## config.mk

```make
export PLATFORM = sky130hd
export DESIGN_NAME = gray_code_converter_pipe
export DESIGN_NICKNAME = d
export VERILOG_FILES = /design/src/rtl/gray_code_converter_pipe.sv
export SDC_FILE = /design/constraint.sdc
export NUM_CORES = 1
export LEC_CHECK = 0
export CAP_MARGIN = 10
export CORE_MARGIN = 8
export CORE_UTILIZATION = 47
export CTS_CLUSTER_DIAMETER = 40
export CTS_CLUSTER_SIZE = 25
export DETAILED_ROUTE_END_ITERATION = 16
export GPL_TIMING_DRIVEN = 0
export PLACE_DENSITY = 0.78
export SETUP_SLACK_MARGIN = 0.4
export SLEW_MARGIN = 20
export SYNTH_ARGS = -nofsm -noshare
export SYNTH_HDL_FRONTEND = slang
export SYNTH_SLANG_ARGS = --single-unit
```

## constraint.sdc

```tcl
create_clock -name clk -period 1.4 [get_ports clk]
set_input_delay 0.35 -clock clk [delete_from_list [all_inputs] [get_ports clk]]
set_output_delay 0.35 -clock clk [all_outputs]
set_load 0.02 [all_outputs]
```

## src/rtl/gray_code_converter_pipe.sv

```systemverilog
// gray_code_converter_pipe: two-stage binary<->Gray converter, valid/ready both sides.
// Define GRAY_ADJ_CHECK_EN to add the sticky adj_err flag for non-adjacent Gray inputs.
module gray_code_converter_pipe #(
  parameter int WIDTH     = 4,
  parameter int CNT_WIDTH = 16
) (
  input  logic                 clk,
  input  logic                 rst_n,
  input  logic                 in_valid,
  output logic                 in_ready,
  input  logic [WIDTH-1:0]     in_data,
  input  logic                 in_mode,
  output logic                 out_valid,
  input  logic                 out_ready,
  output logic [WIDTH-1:0]     out_data,
  output logic                 out_mode,
  output logic [CNT_WIDTH-1:0] conv_count
`ifdef GRAY_ADJ_CHECK_EN
  ,
  output logic                 adj_err
`endif
);

  logic             s1_valid;
  logic [WIDTH-1:0] s1_data;
  logic             s1_mode;
  logic [WIDTH-1:0] conv;
  logic             s2_adv;
  logic             s1_adv;
  logic             in_fire;
  logic             out_fire;

  function automatic logic [WIDTH-1:0] bin2gray(
    input logic [WIDTH-1:0] b
  );
    return b ^ (b >> 1);
  endfunction

  // Prefix XOR from the MSB down; this is the long path between S1 and S2.
  function automatic logic [WIDTH-1:0] gray2bin(
    input logic [WIDTH-1:0] g
  );
    logic [WIDTH-1:0] b;
    b = '0;
    b[WIDTH-1] = g[WIDTH-1];
    for (int i = WIDTH - 2; i >= 0; i--) begin
      b[i] = b[i+1] ^ g[i];
    end
    return b;
  endfunction

  assign s2_adv   = !out_valid | out_ready;
  assign s1_adv   = s1_valid & s2_adv;
  assign in_ready = rst_n & (!s1_valid | s2_adv);
  assign in_fire  = in_valid & in_ready;
  assign out_fire = out_valid & out_ready;
  assign conv     = s1_mode ? gray2bin(s1_data)
                            : bin2gray(s1_data);

  always_ff @(posedge clk or negedge rst_n) begin
    if (!rst_n) begin
      s1_valid <= 1'b0;
      s1_data  <= '0;
      s1_mode  <= 1'b0;
    end else begin
      if (in_ready) begin
        s1_valid <= in_valid;
      end
      if (in_fire) begin
        s1_data <= in_data;
        s1_mode <= in_mode;
      end
    end
  end

  always_ff @(posedge clk or negedge rst_n) begin
    if (!rst_n) begin
      out_valid  <= 1'b0;
      out_data   <= '0;
      out_mode   <= 1'b0;
      conv_count <= '0;
    end else begin
      if (s2_adv) begin
        out_valid <= s1_valid;
      end
      if (s1_adv) begin
        out_data <= conv;
        out_mode <= s1_mode;
      end
      if (out_fire) begin
        conv_count <= conv_count + CNT_WIDTH'(1);
      end
    end
  end

`ifdef GRAY_ADJ_CHECK_EN
  logic [WIDTH-1:0] prev_gray;
  logic [WIDTH-1:0] diff;
  logic             have_prev;
  logic             one_hot;

  assign diff    = prev_gray ^ in_data;
  assign one_hot = (diff != '0) &&
                   ((diff & (diff - WIDTH'(1))) == '0);

  always_ff @(posedge clk or negedge rst_n) begin
    if (!rst_n) begin
      prev_gray <= '0;
      have_prev <= 1'b0;
      adj_err   <= 1'b0;
    end else if (in_fire && in_mode) begin
      prev_gray <= in_data;
      have_prev <= 1'b1;
      if (have_prev && !one_hot) begin
        adj_err <= 1'b1;
      end
    end
  end
`endif

endmodule

```

Word level (Yosys, flattened, before mapping). Index checks and enable logic that the tools add are counted. Widths: inputs -> output; s select.

Logic and storage cells: 21. Bits in registers: 28. Output and inout port bits: 23. Input port bits: 9.

Mux-type cells: 1. Bitwise gates (word level): 10. Reduce and logical (&&, ||, !) cells: 2. $add $sub $neg: 1.

Operators by type and width (number): $add 16x1->16 const B (1); $and 1x1->1 (4); $mux 4 (1); $xor 4x3->4 (1); $xor 1x1->1 (3); $logic_not 1->1 (2); $or 1x1->1 (2).

Longest topological paths before layout. Gate-level depths: netlist of run 1.

Depth after elaboration: 5. Gate-level depth with buffers: 5.

Least setup slack after synthesis of run 1. No wires, ideal clock.

Kind: reg2reg. Start point: reg out_valid. End point: reg s1_data[0]. Stages on the path, launching flop included: 5. Buffers on the path: 0. Slack: -0.087 ns. Arrival time: 1.360 ns. Setup time: 0.128 ns. Path through: dfrtp_1 -> nand2b_1 -> o21a_1 -> nand2_2 -> mux2_1.

Longest elaborated chain between the ends: 5.

RTL lines: start: declaration (RTL line 13) `output logic out_valid,`; start signal: assignment (RTL line 84) `out_valid <= s1_valid;`; $logic_not 1->1 (RTL line 52) `assign s2_adv = !out_valid | out_ready;`; $or 1x1->1 (RTL line 52); $or 1x1->1 (RTL line 54) `assign in_ready = rst_n & (!s1_valid | s2_adv);`; $and 1x1->1 (RTL line 54); via in_ready (RTL line 10) `output logic in_ready,`; $and 1x1->1 (RTL line 55) `assign in_fire = in_valid & in_ready;`; end signal: assignment (RTL line 70) `s1_data <= in_data;`; end: declaration (RTL line 25) `logic [WIDTH-1:0] s1_data;`.

The timed path passes the listed nets, and every way through them passes these cells. A chain may end at the register's enable or synchronous reset.

Worst setup path after layout of run 1.
Start point: reg conv_count[3]. End point: reg conv_count[12].

Longest elaborated chain between the ends: 1.

RTL lines: start: declaration (RTL line 17) `output logic [CNT_WIDTH-1:0] conv_count`; start signal: assignment (RTL line 91) `conv_count <= conv_count + CNT_WIDTH'(1);`; $add 16x1->16 (RTL line 91).

No other way between the ends.

==> results of run 1 <==
[state kept, by name (all words and copies together) (netlist names)]
name	count
out_mode	1
s1_data	4
conv_count	16
s1_valid	1
out_data	4
s1_mode	1
out_valid	1
[kinds of logic (layout without fill, tap and decap cells)]
family                   count (synthesis)  after routing
multiplexers                             9              9
flip-flops                              28             28
XOR/XNOR                                20             20
AO/OA/AOI/OAI                            4              4
adder cells (fa/ha/maj)                  1              1
buffers and inverters                    1             75
AND/OR/NAND/NOR                         36             36
[cells in the mapped netlist, drive strengths merged]
| cell | number | area [µm²] |
|---|---|---|
| nor3 | 2 | 20.0 |
| nand2 | 13 | 53.8 |
| and3 | 1 | 6.26 |
| nor4 | 1 | 21.3 |
| dfrtp | 28 | 701 |
| nand3 | 8 | 45.0 |
| xnor2 | 17 | 149 |
| o21a | 1 | 7.51 |
| and4 | 2 | 17.5 |
| ha | 1 | 12.5 |
| xor2 | 3 | 26.3 |
| mux2 | 9 | 101 |
| nand2b | 1 | 6.26 |
| nand4 | 3 | 18.8 |
| inv | 1 | 3.75 |
| o21ai | 3 | 15.0 |
| nor2b | 2 | 12.5 |
| nor2 | 3 | 11.3 |
[critical path: cells and delay by family (launching register included)]
| kind | cells | cell delay (ns) |
|---|---|---|
| AND/OR/NAND/NOR | 3 | 0.78 |
| XOR/XNOR | 1 | 0.26 |
| buffers and inverters | 1 | 0.11 |
| flip-flops | 1 | 0.42 |
[worst max-delay path by stage]
stage,from,to,slack (ns),cells after the start
final,conv_count[3],conv_count[12],-0.25,5
after global routing,conv_count[3],conv_count[12],-0.33,5
after detailed placement,out_ready,in_ready,-0.76,4
after global placement,rst_n,in_ready,-1.58,3
after floorplan,conv_count[3],conv_count[12],0.08,4
after CTS,out_valid,in_ready,-0.11,3
[power by group through the flow]
stage	Clock, mW	Combinational, mW	Sequential (mW)
finish	0.568	1.85	1.23
global route	0.614	1.94	1.25
CTS	0.559	1.47	1.20
detailed placement	0	1.02	1.25
global placement	0	1.00	1.24
floorplan	0	0.391	1.42
[repair_timing]
item,in CTS,in global routing
pin swaps,13,13
setup buffers,27,12
hold endpoints to repair,28,28
endpoints found under the setup margin,48,50
gates resized for setup,161,30
[final cells by class]
cell class | count | area, µm²
inverter | 1 | 3.75
sequential | 28 | 719
fill | 96 | 230
clock inverter | 1 | 30.0
multi-input combinational | 70 | 761
tap | 30 | 37.5
timing repair buffer | 70 | 673
clock buffer | 3 | 22.5
[layer usage]
metal  global-route usage, %  up-vias  part of all wire [%]
li1                        -      490                     -
met1                    18.5      544                    40
met2                    28.6       34                    52
met3                    3.31       15                   4.7
met4                    5.48        0                   3.3
met5                       0        -                     0
[metrics by stage]
| stage | setup slack, ns | area, µm² | utilization, % | power, mW | TNS, ns |
|---|---|---|---|---|---|
| 3_5_place_dp | -0.758 | 1660 | 66.8 | 2.28 | -6.97 |
| 3_3_place_gp | -1.58 | 1660 | 67.0 | 2.25 | -26.43 |
| 2_1_floorplan | 0.0816 | 1310 | - | 1.81 | 0 |
| 4_1_cts | -0.106 | 2040 | 82.2 | 3.23 | -0.244 |
| 5_1_grt | -0.331 | 2250 | 90.7 | 3.81 | -1.80 |
| 6_report | -0.252 | 2250 | 90.7 | 3.64 | -1.08 |
==> flow_metrics.py, run 1 <==
metrics = {
    "synthesis": {
        "synth_cell_types": 21,
        "synth_fp_nets": 109,
        "synth_adder_area_share_pct": 1.02,
        "muxShareOfSynthArea_pct": 8.25,
        "ys_seq_area_share_pct": 57.0,
        "yosys_warnings": 0,
        "synthCells": 99,
        "synth_top_family_by_area": "simple AND/OR/NAND/NOR gates",
        "synth_compound_area_share_pct": 1.83,
        "syn_avg_cell_area_um2": 12.4,
        "synth-xor-area-share_pct": 14.3,
        "synth_area_um2": 1230,
        "synthSimpleGateAreaFrac_pct": 17.3,
        "ys_ff_latch": 28,
    },
    "critical_path": {
        "end_kind": "flip-flop",
        "worst-path-max-fanout": 3,
        "worstPathArrival_ns": 1.93,
        "worst_path_max_delay_cell": "nor4_4",
        "regToRegEndpoint": "conv_count[12]",
        "critPathKind": "flip-flop to flip-flop",
        "timing.rr.start": "conv_count[3]",
        "crit_path_max_incr_delay_ns": 0.43,
        "rr_worst_depth": 5,
        "startpoint_type": "flip-flop",
        "r2r_slack_ns": -0.25,
        "path_cells": "buf_6, nand4_1, nor4_4, nand4_1, xnor2_1",
        "crit_top_cell": "nand4_1",
        "crit_required_ns": 1.68,
    },
    "detailed_routing": {
        "drt_pass1_iterations": 4,
        "route.detailed.drc": 0,
        "vias": 1083,
        "postRouteAntennaNets": 0,
        "wl_per_cell_um": 20.8,
        "routed_wl_um": 4230,
        "drt_iter0_markers": 35,
        "viasPerCell": 5.33,
    },
    "clock_network": {
        "clock-root-buffer": "clkbuf_4",
        "tritoncts": "done",
        "clockBufferDepth": 2,
        "clkLatencyLatePin_ns": 0.36,
        "clk_pin_slew_ns": 0.17,
        "cts_buffers": 3,
        "htreeDepth": 1,
        "cts_sinks": 28,
    },
    "pwr": {
        "comb_power_share_pct": 50.7,
        "max-vdd-ir-drop_mv": 1.58,
        "internal_power_mw": 2.37,
        "seqPwrFrac_pct": 33.7,
        "sw_frac_of_total_pct": 35.0,
        "p_clk_share_pct": 15.6,
        "leakagePower_nw": 1.07,
        "power.switching_mw": 1.28,
        "p_per_area_nw_per_um2": 1620,
    },
    "floorplanning": {
        "io_pins": 32,
        "die_x_um": 67.1,
        "num_rows": 18,
        "fp.dieH_um": 67.1,
        "core-area_um2": 2480,
        "dieArea_um2": 4510,
        "initial_core_util_pct": 49.6,
    },
    "layout": {
        "final_cell_mix": "buf_6, buf_4, dfrtp_2, dfrtp_1, xnor2_1",
        "layout_commonest_cell": "buf_6",
        "diodes": 0,
        "drive_above_1_share_pct": 71.1,
        "fin_nets": 184,
        "area_delta_synth_final_pct": 82.9,
        "layout.cells.non_filler": 203,
    },
    "sta": {
        "min_period_ns": 1.65,
        "fmax_ghz": 0.605,
        "hold_viol": 28,
        "fin_hold_ws_ns": -0.119,
        "timing.final.ws_setup_ns": -0.252,
        "fin_crit_sh_pct": 118,
        "setup_viol": 13,
        "final_max_slew_viol_count": 0,
        "skew_ns": 0.00981,
        "worst_pin_slew_ns": 0.379,
        "relSlewSlack_pct": 74.7,
        "grt_setup_unrepaired": "yes",
    },
    "worst_hold_path": {
        "hold_path.class": "input pin to asynchronous set/reset pin",
    },
    "global_routing": {
        "antenna_found_initial": 0,
        "grt_pass1_vias": 1147,
        "grt.total_usage_pct": 16.0,
        "grt_max_degree": 30,
        "grt_remaining_overflow": 0,
        "grt_pass1_wl_um": 5520,
    },
    "place": {
        "port_buffers": 31,
        "gp_congestion": 0.737,
        "dp_cells": 160,
        "hpwl_um": 1880,
    },
    "outcome": {
        "failed_checks": "hold timing, setup timing",
        "outcome": "complete, but fails checks",
    },
    "run": {
        "maxCapViolCount": 0,
    },
}
Power figures use the tool's default switching activity.
==> inputs of run 2 (changes only) <==
GPL_TIMING_DRIVEN = default   (was 0)
REMOVE_ABC_BUFFERS = 1   (was default)
==> run 2 against run 1 <==
  * First-iteration DRC count up 57%
  * Sequential cell count unchanged
  * Final cell count up 3.0%
  * Count of clock-buffer cells in the layout up 1
  * Hold slack better by 0.55 ns
  * The flow finishes with violations (setup timing)
==> flow_metrics.py, run 2 (synthesis gave the netlist of run 1 again) <==
metrics = {
    "outcome": {
        "outcome": "complete, but fails checks",
        "failed_checks": "setup timing",
    },
    "detailed_routing": {
        "routed_wl_um": 4190,
        "postRouteAntennaNets": 0,
        "vias": 1126,
        "drt_pass1_iterations": 4,
        "viasPerCell": 5.39,
        "route.detailed.drc": 0,
        "wl_per_cell_um": 20.1,
        "drt_iter0_markers": 55,
    },
    "layout": {
        "diodes": 0,
        "area_delta_synth_final_pct": 82.4,
        "drive_above_1_share_pct": 63.7,
        "largest_reg_flops": 16,
        "top_regs": "conv_count x16, out_data x4, s1_data x4",
        "layout.cells.non_filler": 209,
        "layout_commonest_cell": "buf_6",
        "final_cell_mix": "buf_6, buf_4, dfrtp_1, xnor2_1",
        "fin_nets": 190,
        "top_register": "conv_count",
        "fin_area_um2": 2240,
    },
    "clock_network": {
        "tritoncts": "done",
        "clk_pin_slew_ns": 0.17,
        "clockBufferDepth": 2,
        "ctsHoldBuffers": 0,
        "cts_sinks": 28,
        "htreeDepth": 1,
        "clock-root-buffer": "clkbuf_4",
        "cts_buffers": 3,
        "clkLatencyLatePin_ns": 0.34,
    },
    "place": {
        "post_dp_cell_area_um2": 1730,
        "dp_cells": 180,
        "hpwl_um": 2040,
        "port_buffers": 31,
        "dp_slack_ns": -0.658,
        "gp_congestion": 0.722,
    },
    "sta": {
        "setup_viol": 13,
        "worst_pin_slew_ns": 0.363,
        "grt_setup_unrepaired": "yes",
        "skew_ns": 0.00721,
        "fmax_ghz": 0.664,
        "timing.final.ws_setup_ns": -0.106,
        "relSlewSlack_pct": 75.8,
        "hold_viol": 0,
        "final_max_slew_viol_count": 0,
        "min_period_ns": 1.51,
        "fin_crit_sh_pct": 108,
    },
    "floorplanning": {
        "io_pins": 32,
        "num_rows": 18,
        "initial_core_util_pct": 49.6,
        "core-area_um2": 2480,
        "fp.dieH_um": 67.1,
        "die_x_um": 67.1,
        "dieArea_um2": 4510,
    },
    "global_routing": {
        "antenna_found_initial": 0,
        "grt_pass1_vias": 1177,
        "grt.total_usage_pct": 16.2,
        "grt_remaining_overflow": 0,
        "grt_max_degree": 29,
        "grt_pass1_wl_um": 5590,
    },
    "critical_path": {
        "worst-path-max-fanout": 2,
        "critPathKind": "flip-flop to output port",
        "worstPathArrival_ns": 1.16,
        "startpoint_type": "flip-flop",
        "end_kind": "output port",
        "r2r_slack_ns": -0.10,
        "crit_required_ns": 1.05,
    },
    "pwr": {
        "p_per_area_nw_per_um2": 1520,
        "leakagePower_nw": 1.08,
        "max-vdd-ir-drop_mv": 1.27,
    },
    "run": {
        "maxCapViolCount": 0,
    },
    "worst_hold_path": {
        "hold_path.class": "input pin to asynchronous set/reset pin",
    },
}
run 2: cell type report:
cell class	count	area, µm²
sequential	28	706
multi-input combinational	70	733
timing repair buffer	76	724
inverter	1	3.75
fill	101	236
clock buffer	4	36.3
tap	30	37.5
run 2: final timing paths:
path,from,end,depth (start not counted)
max,out_valid,in_ready,3
min,rst_n,conv_count[3],2
max reg2reg,conv_count[3],conv_count[12],5
min reg2reg,out_data[1],out_data[1],2
max in group asynchronous,rst_n,s1_data[2],2
min in group clk,out_data[1],out_data[1],2
run 2: what timing repair did:
action	in CTS	in global routing
setup buffers	13	12
endpoints found under the setup margin	49	50
gates resized for setup	181	18
pin swaps	19	8
run 2: critical path, stage by stage, from the launching register on:
cell and delay, ns:
dfrtp_1 0.43, nand2b_4 0.07, o21a_1 0.19, buf_6 0.13
run 2: routing by layer:
layer,share of wire [%],vias up,global-route usage [%]
li1,-,499,-
met1,40,585,18.5
met2,54,36,28.6
met3,4.2,6,3.48
met4,1.3,0,7.31
met5,0,-,0
run 2: where the power goes:
group | internal [mW] | switching [mW] | leakage [nW]
combinational | 1.02 | 0.751 | 0.707
sequential | 1.01 | 0.217 | 0.352
clock | 0.159 | 0.263 | 0.0210
total | 2.18 | 1.23 | 1.08
run 2: metrics by stage:
step / total power, mW / utilization (%) / hold slack (ns) / TNS [ns]
after floorplan: 1.69 / - / 0.0544 / -0.561
after global placement: 2.22 / 69.7 / 0.457 / -7.07
after detailed placement: 2.26 / 69.7 / 0.461 / -7.84
after CTS: 3.03 / 83.7 / 0.427 / -0.314
after global routing: 3.55 / 90.5 / 0.442 / -1.35
final: 3.41 / 90.5 / 0.431 / -0.645
==> inputs of run 3 (changes only) <==
GPL_ROUTABILITY_DRIVEN = 0   (was default)
==> results of run 3 <==
Final layout, timing and power as in run 2 (identical DEF).
